<file path="src/rtl/configurable_logic_decoder_if.sv">
// Sample/result bundle for configurable_logic_decoder.
//   start        : one-cycle pulse, clears the table and (re)starts collection
//   in_valid/in_a/in_b/in_y : observed cell sample, transferred when in_ready=1
//   in_ready     : decoder is collecting samples
//   seen         : bit {A,B} set once that input combination has been captured
//   out_valid    : result fields are valid (held until the next start)
//   out_sel      : decoded SEL
//   out_match    : table matched an opcode
//   out_conflict : same {A,B} observed with two different Y values
//   out_timeout  : collection aborted because samples stopped arriving
interface configurable_logic_decoder_if;
  logic       start;
  logic       in_valid;
  logic       in_a;
  logic       in_b;
  logic       in_y;
  logic       in_ready;
  logic [3:0] seen;
  logic       out_valid;
  logic [2:0] out_sel;
  logic       out_match;
  logic       out_conflict;
  logic       out_timeout;

  // master: the side that drives samples and reads results
  modport master (
    output start, in_valid, in_a, in_b, in_y,
    input  in_ready, seen, out_valid, out_sel, out_match, out_conflict, out_timeout
  );

  // slave: the decoder
  modport slave (
    input  start, in_valid, in_a, in_b, in_y,
    output in_ready, seen, out_valid, out_sel, out_match, out_conflict, out_timeout
  );
endinterface

</file>
<file path="src/rtl/configurable_logic_decoder.sv">
// configurable_logic_decoder
// Recovers the 3-bit SEL of a configurable logic cell from observed (A,B,Y)
// samples. A 4-entry truth table (index {A,B}, value Y) is collected over a
// valid/ready stream and then matched against the fixed opcode map.
// Ports:
//   clk   : rising-edge clock
//   rst_n : asynchronous active-low reset
//   bus   : configurable_logic_decoder_if.slave (sample stream + results)
// Result timing:
//   - out_match/out_sel/out_conflict/out_timeout are loaded on the edge that
//     enters DONE; out_valid follows one edge later, so the 4th distinct
//     sample accepted at edge N gives out_valid after edge N+2.
//   - Idle timeout fires on the TIMEOUT_CYCLES-th idle edge after the last
//     accepted sample.
module configurable_logic_decoder #(
  parameter int TIMEOUT_CYCLES = 64,
  parameter int CNT_W          = $clog2(TIMEOUT_CYCLES + 1)
) (
  input logic                         clk,
  input logic                         rst_n,
  configurable_logic_decoder_if.slave bus
);

  typedef enum logic [1:0] {IDLE, COLLECT, RESOLVE, DONE} state_t;

  // Opcode map, entry i = truth table of SEL i (bit index {A,B}).
  localparam logic [7:0][3:0] CODES = {
    4'b1100,  // 7 BUF A
    4'b0011,  // 6 NOT A
    4'b1001,  // 5 XNOR
    4'b0001,  // 4 NOR
    4'b0111,  // 3 NAND
    4'b0110,  // 2 XOR
    4'b1110,  // 1 OR
    4'b1000   // 0 AND
  };

  state_t           state, state_n;
  logic [3:0]       tbl;
  logic [3:0]       seen_q;
  logic [CNT_W-1:0] cnt;
  logic             in_ready_q;
  logic             out_valid_q;
  logic [2:0]       out_sel_q;
  logic             out_match_q;
  logic             out_conflict_q;
  logic             out_timeout_q;

  logic       xfer;
  logic [1:0] idx;
  logic [3:0] idx_oh;
  logic       dup_bad;
  logic       set_conflict;
  logic       set_timeout;
  logic       hit;
  logic [2:0] hit_sel;

  assign xfer    = bus.in_valid && in_ready_q;
  assign idx     = {bus.in_a, bus.in_b};
  assign idx_oh  = 4'b0001 << idx;
  // A repeat of an already captured {A,B} with a different Y means the
  // observed cell is not a fixed function (or the samples are corrupt).
  assign dup_bad = xfer && seen_q[idx] && (tbl[idx] != bus.in_y);

  // Table lookup against the opcode map; codes are distinct so at most one hits.
  always_comb begin
    hit     = 1'b0;
    hit_sel = 3'd0;
    for (int i = 0; i < 8; i++) begin
      if (!hit && tbl == CODES[i]) begin
        hit     = 1'b1;
        hit_sel = 3'(i);
      end
    end
  end

  // Next-state logic. start overrides everything.
  always_comb begin
    state_n      = state;
    set_conflict = 1'b0;
    set_timeout  = 1'b0;
    if (bus.start) begin
      state_n = COLLECT;
    end else begin
      case (state)
        IDLE: state_n = IDLE;
        COLLECT: begin
          if (xfer) begin
            if (dup_bad) begin
              state_n      = DONE;
              set_conflict = 1'b1;
            end else if ((seen_q | idx_oh) == 4'hF) begin
              state_n = RESOLVE;
            end
          end else if (cnt == CNT_W'(TIMEOUT_CYCLES - 1)) begin
            // this idle edge brings the counter to TIMEOUT_CYCLES
            state_n     = DONE;
            set_timeout = 1'b1;
          end
        end
        RESOLVE: state_n = DONE;
        DONE:    state_n = DONE;
        default: state_n = IDLE;
      endcase
    end
  end

  always_ff @(posedge clk or negedge rst_n) begin
    if (!rst_n) state <= IDLE;
    else        state <= state_n;
  end

  // Datapath and registered outputs.
  always_ff @(posedge clk or negedge rst_n) begin
    if (!rst_n) begin
      tbl            <= '0;
      seen_q         <= '0;
      cnt            <= '0;
      in_ready_q     <= 1'b0;
      out_valid_q    <= 1'b0;
      out_sel_q      <= '0;
      out_match_q    <= 1'b0;
      out_conflict_q <= 1'b0;
      out_timeout_q  <= 1'b0;
    end else begin
      in_ready_q <= (state_n == COLLECT);
      if (bus.start) begin
        // any sample presented with start is dropped
        tbl            <= '0;
        seen_q         <= '0;
        cnt            <= '0;
        out_valid_q    <= 1'b0;
        out_sel_q      <= '0;
        out_match_q    <= 1'b0;
        out_conflict_q <= 1'b0;
        out_timeout_q  <= 1'b0;
      end else begin
        out_valid_q <= (state == DONE);
        if (state == COLLECT) begin
          if (xfer) begin
            cnt <= '0;
            if (!dup_bad) begin
              tbl[idx]    <= bus.in_y;
              seen_q[idx] <= 1'b1;
            end
          end else begin
            cnt <= cnt + CNT_W'(1);
          end
        end
        if (set_conflict) begin
          out_conflict_q <= 1'b1;
          out_match_q    <= 1'b0;
        end
        if (set_timeout) begin
          out_timeout_q <= 1'b1;
          out_match_q   <= 1'b0;
        end
        if (state == RESOLVE) begin
          out_match_q <= hit;
          out_sel_q   <= hit_sel;
        end
      end
    end
  end

  assign bus.in_ready     = in_ready_q;
  assign bus.seen         = seen_q;
  assign bus.out_valid    = out_valid_q;
  assign bus.out_sel      = out_sel_q;
  assign bus.out_match    = out_match_q;
  assign bus.out_conflict = out_conflict_q;
  assign bus.out_timeout  = out_timeout_q;

endmodule

</file>
<file path="src/flat_wrapper.sv">
// flat-port wrapper written by rule: the top's interface ports become plain ports
module configurable_logic_decoder_flat 
#(
  parameter int TIMEOUT_CYCLES = 64,
  parameter int CNT_W          = $clog2(TIMEOUT_CYCLES + 1)
)
  (clk, rst_n, bus_start, bus_in_valid, bus_in_a, bus_in_b, bus_in_y, bus_in_ready, bus_seen, bus_out_valid, bus_out_sel, bus_out_match, bus_out_conflict, bus_out_timeout);
  configurable_logic_decoder_if bus_i ();
  input logic clk;
  input logic rst_n;
  input wire logic [$bits(bus_i.start)-1:0] bus_start;
  input wire logic [$bits(bus_i.in_valid)-1:0] bus_in_valid;
  input wire logic [$bits(bus_i.in_a)-1:0] bus_in_a;
  input wire logic [$bits(bus_i.in_b)-1:0] bus_in_b;
  input wire logic [$bits(bus_i.in_y)-1:0] bus_in_y;
  output wire logic [$bits(bus_i.in_ready)-1:0] bus_in_ready;
  output wire logic [$bits(bus_i.seen)-1:0] bus_seen;
  output wire logic [$bits(bus_i.out_valid)-1:0] bus_out_valid;
  output wire logic [$bits(bus_i.out_sel)-1:0] bus_out_sel;
  output wire logic [$bits(bus_i.out_match)-1:0] bus_out_match;
  output wire logic [$bits(bus_i.out_conflict)-1:0] bus_out_conflict;
  output wire logic [$bits(bus_i.out_timeout)-1:0] bus_out_timeout;
  assign bus_i.start = bus_start;
  assign bus_i.in_valid = bus_in_valid;
  assign bus_i.in_a = bus_in_a;
  assign bus_i.in_b = bus_in_b;
  assign bus_i.in_y = bus_in_y;
  assign bus_in_ready = bus_i.in_ready;
  assign bus_seen = bus_i.seen;
  assign bus_out_valid = bus_i.out_valid;
  assign bus_out_sel = bus_i.out_sel;
  assign bus_out_match = bus_i.out_match;
  assign bus_out_conflict = bus_i.out_conflict;
  assign bus_out_timeout = bus_i.out_timeout;
  configurable_logic_decoder #(.TIMEOUT_CYCLES(TIMEOUT_CYCLES), .CNT_W(CNT_W)) u_core (.clk(clk), .rst_n(rst_n), .bus(bus_i));
endmodule
</file>
<file path="config.mk">
export PLATFORM = sky130hd
export DESIGN_NAME = configurable_logic_decoder_flat
export DESIGN_NICKNAME = d
export VERILOG_FILES = /design/src/rtl/configurable_logic_decoder_if.sv /design/src/rtl/configurable_logic_decoder.sv /design/src/flat_wrapper.sv
export SDC_FILE = /design/constraint.sdc
export NUM_CORES = 1
export LEC_CHECK = 0
export CAP_MARGIN = 15
export CORE_ASPECT_RATIO = 1.2
export CORE_MARGIN = 3
export CORE_UTILIZATION = 31
export CTS_CLUSTER_SIZE = 28
export DETAILED_ROUTE_END_ITERATION = 8
export SETUP_SLACK_MARGIN = 0.5
export SYNTH_ARGS = -nofsm -noshare
export SYNTH_HDL_FRONTEND = slang
export SYNTH_SLANG_ARGS = --single-unit
</file>
<file path="constraint.sdc">
create_clock -name clk -period 2.3 [get_ports clk]
set_clock_uncertainty 0.1 [all_clocks]
set_input_delay 0.46 -clock clk [delete_from_list [all_inputs] [get_ports clk]]
set_output_delay 0.46 -clock clk [all_outputs]
set_load 0.005 [all_outputs]
</file>
==> flow_summary.json, run 1 <==
{
  "status": "complete, no violations",
  "die-area_mm2": 0.00534,
  "nFillCells": 442,
  "regArea_um2": 628,
  "cap_violations": 0,
  "drive_above_1_share_pct": 14.7,
  "syn_to_final_growth_pct": 24.4,
  "yosys.area_share.simple_pct": 21.9,
  "avgSynthCellArea_um2": 9.23,
  "slowest_delay_ps": 520,
  "grt_max_degree": 26,
  "synth.distinct_cells": 42,
  "numClockSinks": 25,
  "multi_input_area_um2": 687,
  "crit_slowest_cell": "clkdlybuf4s50_1",
  "ys_seq_area_share_pct": 44.9,
  "p_switching_mw": 0.228,
  "cts_made_buffers": 3,
  "finalSetupViolCount": 0,
  "globalplace.congestion": 0.839,
  "fin_util_pct": 40.4,
  "combPwrFrac_pct": 17.5,
  "grt_pass1_vias": 1279,
  "arrival_ps": 1190,
  "fmax_mhz": 573,
  "num_vias": 1206,
  "synth_seq_cells": 25,
  "cts_buffer_depth": 2,
  "hold_viol": 0,
  "die_w_um": 67.2,
  "setup.worst_path.start_class": "flip-flop",
  "antenna_left": 0,
  "overflow": 0,
  "cts_tree": "yes",
  "crit_type": "flip-flop to output port",
  "syn_nets": 159,
  "drt-initial-drc-count": 88,
  "path_clk_slew_ps": 80,
  "slew_headroom_pct": 70.4,
  "mostFrequentLayoutCells": "dfrtp_1 (23), nor2_1 (22), clkdlybuf4s50_1 (15)",
  "core_mm2": 0.00429,
  "nNetsFinal": 186,
  "wl_per_cell_um": 13.7,
  "p_clk_share_pct": 28.8,
  "yosysWarnings": 0,
  "die_h_um": 79.5,
  "period_share_pct": 75.9,
  "netlist_instances": 151,
  "htreeDepth": 1,
  "antenna_found_initial": 0,
  "end_kind": "output port",
  "pre_cts_slack_ps": 37.8,
  "hold_class": "flip-flop to flip-flop",
  "p_int_mw": 0.649,
  "synth_xor_area_share_pct": 2.51,
  "diodes": 0,
  "final.min_clock_period_ps": 1750,
  "seqPwrFrac_pct": 53.7,
  "crit_fanout": 4,
  "critical_path.top_delay_family": "buffers and inverters",
  "insertion_delay_ps": 260,
  "switching_share_pct": 26.0,
  "path_buf_inv": 1,
  "dpl.hpwl_um": 2380,
  "clockRootBuffer": "clkbuf_8",
  "grt_pass1_wl_um": 5740,
  "remaining_drc_errors": 0,
  "synth_compound_gate_area_share_pct": 19.6,
  "final_common_cell": "dfrtp_1",
  "synthAdderAreaFrac_pct": 0.898,
  "final.setup.tns_ps": 0,
  "holdBufCountCts": 0,
  "rows": 26,
  "p_leak_nw": 0.747,
  "slew_viol_final": 0,
  "start_util_pct": 32.5,
  "tightest_slew_ps": 433,
  "netlist_area_mm2": 0.00139,
  "num_io_pins": 19,
  "layout_setup_ws_ps": 555,
  "first_pass_iters": 4,
  "portBuffers": 18,
  "wl_um": 3200,
  "ir_drop_v": 0.000180,
  "grtUsageTotal_pct": 13.7,
  "synth_top_family_by_area": "simple AND/OR/NAND/NOR gates",
  "grt_setup_unrepaired": "true",
  "required_ps": 1740,
  "power_density_mw_per_mm2": 506,
  "p_total_mw": 0.878,
  "via_per_inst": 5.18,
  "synthMuxAreaShare_pct": 3.59,
  "path_cells": "clkdlybuf4s50_1"
}
[flip-flops by register name (all words and copies together) (netlist names)]
name,cells
u_core.tbl,4
u_core.bus.out_sel,3
u_core.cnt,7
u_core.bus.out_timeout,1
u_core.bus.out_conflict,1
u_core.bus.out_match,1
u_core.bus.in_ready,1
u_core.bus.out_valid,1
u_core.bus.seen,4
u_core.state,2
[cells in the mapped netlist, drive strengths merged]
master	n	area [µm²]
ha	1	12.5
a41o	1	10.0
nand2b	3	18.8
o21ba	1	10.0
nor4	1	6.26
o21ai	7	35.0
a21boi	1	18.8
xor2	2	17.5
nor2b	2	12.5
a211o	1	8.76
nor3b	1	7.51
a2111oi	1	8.76
buf	6	51.3
a22oi	1	7.51
dfrtp	25	626
and3b	1	8.76
and2	1	6.26
nand4	3	18.8
o211ai	1	7.51
nand3b	1	20.0
a211oi	2	15.0
o21a	1	7.51
inv	8	30.0
a221oi	2	17.5
nor3	5	25.0
o2bb2ai	1	8.76
nand3	5	25.0
xnor2	2	17.5
mux2i	5	50.1
nand2	14	52.6
a21oi	12	60.1
nor2	22	82.6
a31oi	3	33.8
nand4b	1	8.76
o221ai	1	15.0
and3	2	12.5
a31o	1	8.76
clkbuf	3	11.3
[cell families after synthesis]
logic type	Yosys count
XOR/XNOR	4
buffers and inverters	17
multiplexers	5
AND/OR/NAND/NOR	62
adder cells (fa/ha/maj)	1
flip-flops	25
AO/OA/AOI/OAI	37
[final cells by class]
class,instances,area share [%]
clock buffer,4,2.60
tap,56,4.04
multi-input combinational,109,39.6
inverter,8,1.73
timing repair buffer,31,15.8
sequential,25,36.2
[timing repair]
item | in CTS | in global routing
setup endpoints to repair | 13 | 7
gates cloned | 0 | 0
gates resized for setup | 5 | 2
setup buffers | 2 | 3
[path summary, 6_finish.rpt]
path | startpoint | endpoint | slack [ps] | cells past startpoint
worst max-delay path | u_core.bus.seen[1] | bus_seen[1] | 550 | 1
worst min-delay path | u_core.bus.out_timeout | u_core.bus.out_timeout | 410 | 2
worst max register to register | u_core.tbl[3] | u_core.bus.in_ready | 580 | 5
worst min register to register | u_core.bus.out_timeout | u_core.bus.out_timeout | 410 | 2
max in group asynchronous | rst_n | u_core.tbl[1] | 1370 | 2
min in group asynchronous | rst_n | u_core.bus.seen[2] | 450 | 2
[layer usage]
layer	vias up	wire length, µm	global-route usage (%)	share of wire (%)
met5	-	0	0	0
met4	0	34	5.07	1.1
met3	4	134	2.25	4.2
met2	26	1640	23.8	51
met1	592	1390	16.5	43
li1	584	-	-	-
[stage by stage]
step	hold WS, ps	area (µm²)	instances
6_report	414	1730	233
5_1_grt	445	1730	233
4_1_cts	425	1710	230
3_5_place_dp	413	1640	224
3_3_place_gp	403	1640	224
2_1_floorplan	64.4	1390	151
[power by group through the flow]
stage / clock (mW) / combinational [mW] / sequential, mW
6_report: 0.253 / 0.154 / 0.471
5_1_grt: 0.298 / 0.175 / 0.475
4_1_cts: 0.271 / 0.151 / 0.472
3_5_place_dp: 0 / 0.147 / 0.482
3_3_place_gp: 0 / 0.144 / 0.481
2_1_floorplan: 0 / 0.0887 / 0.475
(Power assumes the default switching activity.)
==> run 2: changes to the inputs <==
Clock period 2.3 ns to 1.8 ns, I/O delays scaled along.
==> flow_summary.json, run 2 (synthesis gave the netlist of run 1 again) <==
{
  "status": "complete, no violations",
  "grt_pass1_vias": 1326,
  "portBuffers": 18,
  "die_w_um": 67.2,
  "cts_buffer_depth": 2,
  "grt_pass1_wl_um": 5980,
  "power_density_mw_per_mm2": 573,
  "grtUsageTotal_pct": 14.2,
  "finalSetupViolCount": 0,
  "antenna_found_initial": 0,
  "period_share_pct": 89.0,
  "tightest_slew_ps": 440,
  "final.setup.tns_ps": 0,
  "wl_um": 3790,
  "stdcell_count": 263,
  "globalplace.congestion": 0.844,
  "worstReg2RegStart": "u_core.tbl[3]",
  "arrival_ps": 1670,
  "die-area_mm2": 0.00534,
  "ir_drop_v": 0.000373,
  "largest_reg_flops": 7,
  "p_leak_nw": 0.990,
  "setup.worst_path.end": "u_core.bus.out_match",
  "drt-initial-drc-count": 33,
  "rows": 26,
  "grt_max_degree": 26,
  "layout_setup_ws_ps": 197,
  "syn_to_final_growth_pct": 60.1,
  "rr_worst_depth": 5,
  "antenna_left": 0,
  "path_clk_slew_ps": 90,
  "slew_headroom_pct": 69.9,
  "final.min_clock_period_ps": 1600,
  "critical_path.startpoint": "u_core.tbl[3]",
  "die_h_um": 79.5,
  "crit_fanout": 4,
  "drive_above_1_share_pct": 51.7,
  "r2r_end": "u_core.bus.out_match",
  "grt_setup_unrepaired": "true",
  "setup.worst_path.start_class": "flip-flop",
  "post_dp_cell_area_mm2": 0.00175,
  "stdcell_area_mm2": 0.00223,
  "overflow": 0,
  "mostFrequentLayoutCells": "buf_4 (26), buf_6 (20), nor2_1 (19), dfrtp_1 (19)",
  "num_vias": 1303,
  "hold-worst-slack_ps": 338,
  "clockRootBuffer": "clkbuf_8",
  "dpl.hpwl_um": 2290,
  "num_io_pins": 19,
  "core_mm2": 0.00429,
  "end_kind": "flip-flop",
  "first_pass_iters": 4,
  "top_register": "u_core.cnt",
  "slew_viol_final": 0,
  "holdBufCountCts": 0,
  "nNetsFinal": 216,
  "cap_violations": 0,
  "required_ps": 1860,
  "diodes": 0,
  "fmax_mhz": 624,
  "remaining_drc_errors": 0,
  "insertion_delay_ps": 270,
  "cts_tree": "yes",
  "hold_class": "primary input to asynchronous set/reset pin",
  "numClockSinks": 25,
  "hold_viol": 0,
  "htreeDepth": 1,
  "start_util_pct": 32.5,
  "pre_cts_slack_ps": -285,
  "regToRegSetupSlack_ps": 200,
  "dp.cells": 235,
  "crit_type": "flip-flop to flip-flop",
  "final_common_cell": "buf_4",
  "via_per_inst": 4.95,
  "wl_per_cell_um": 14.4,
  "cts_made_buffers": 3
}
==> run 2: changes by cell type in the layout (fill, tap and decap cells not counted), sizes merged <==
cell	before	now
clkdlybuf4s50	15	2
clkbuf	4	6
clkdlybuf4s15	0	1
buf	13	53
==> run 2: final cells by class <==
cell class,count,area (µm²)
sequential,25,633
fill,416,2060
tap,56,70.1
clock buffer,4,45.0
multi-input combinational,109,916
inverter,8,30.0
timing repair buffer,61,537
==> run 2: where the power goes <==
part	switching [mW]	leakage [nW]	internal [mW]
combinational	0.162	0.641	0.172
clock	0.189	0.0228	0.159
sequential	0.0162	0.326	0.581
total	0.367	0.990	0.912
==> run 2: routing by layer <==
layer / wire (µm) / up-vias / share of wire, % / track usage [%]
met1: 1530 / 633 / 40 / 16.2
met4: 44 / 0 / 1.2 / 3.04
met3: 87 / 7 / 2.3 / 1.97
met2: 2120 / 20 / 56 / 27.1
met5: 0 / - / 0 / 0
li1: - / 643 / - / -
==> run 2: worst min path at each step <==
stage | cells past startpoint | to | slack [ps]
6_report | 2 | u_core.cnt[3] | 340
5_1_grt | 2 | u_core.cnt[5] | 360
4_1_cts | 2 | u_core.cnt[3] | 350
3_5_place_dp | 2 | u_core.bus.out_timeout | 410
3_3_place_gp | 2 | u_core.bus.out_timeout | 400
2_1_floorplan | 0 | u_core.bus.in_ready | -40
==> run 2: critical path: stages, from the launching register on <==
cell,delay (ps)
dfrtp_2,440
xnor2_2,150
o221ai_2,240
a21boi_4,280
nand2_2,80
a41o_1,210
==> run 2: through the flow <==
step | util [%] | power (mW)
after global placement | 40.8 | 0.820
after global routing | 52.0 | 1.35
after detailed placement | 40.8 | 0.824
after CTS | 46.7 | 1.22
after floorplan | - | 0.728
final | 52.0 | 1.28
==> run 2: repair_timing <==
action	CTS	global route
setup buffers	16	8
pin swaps	18	17
gates resized for setup	85	41
endpoints found under the setup margin	35	29
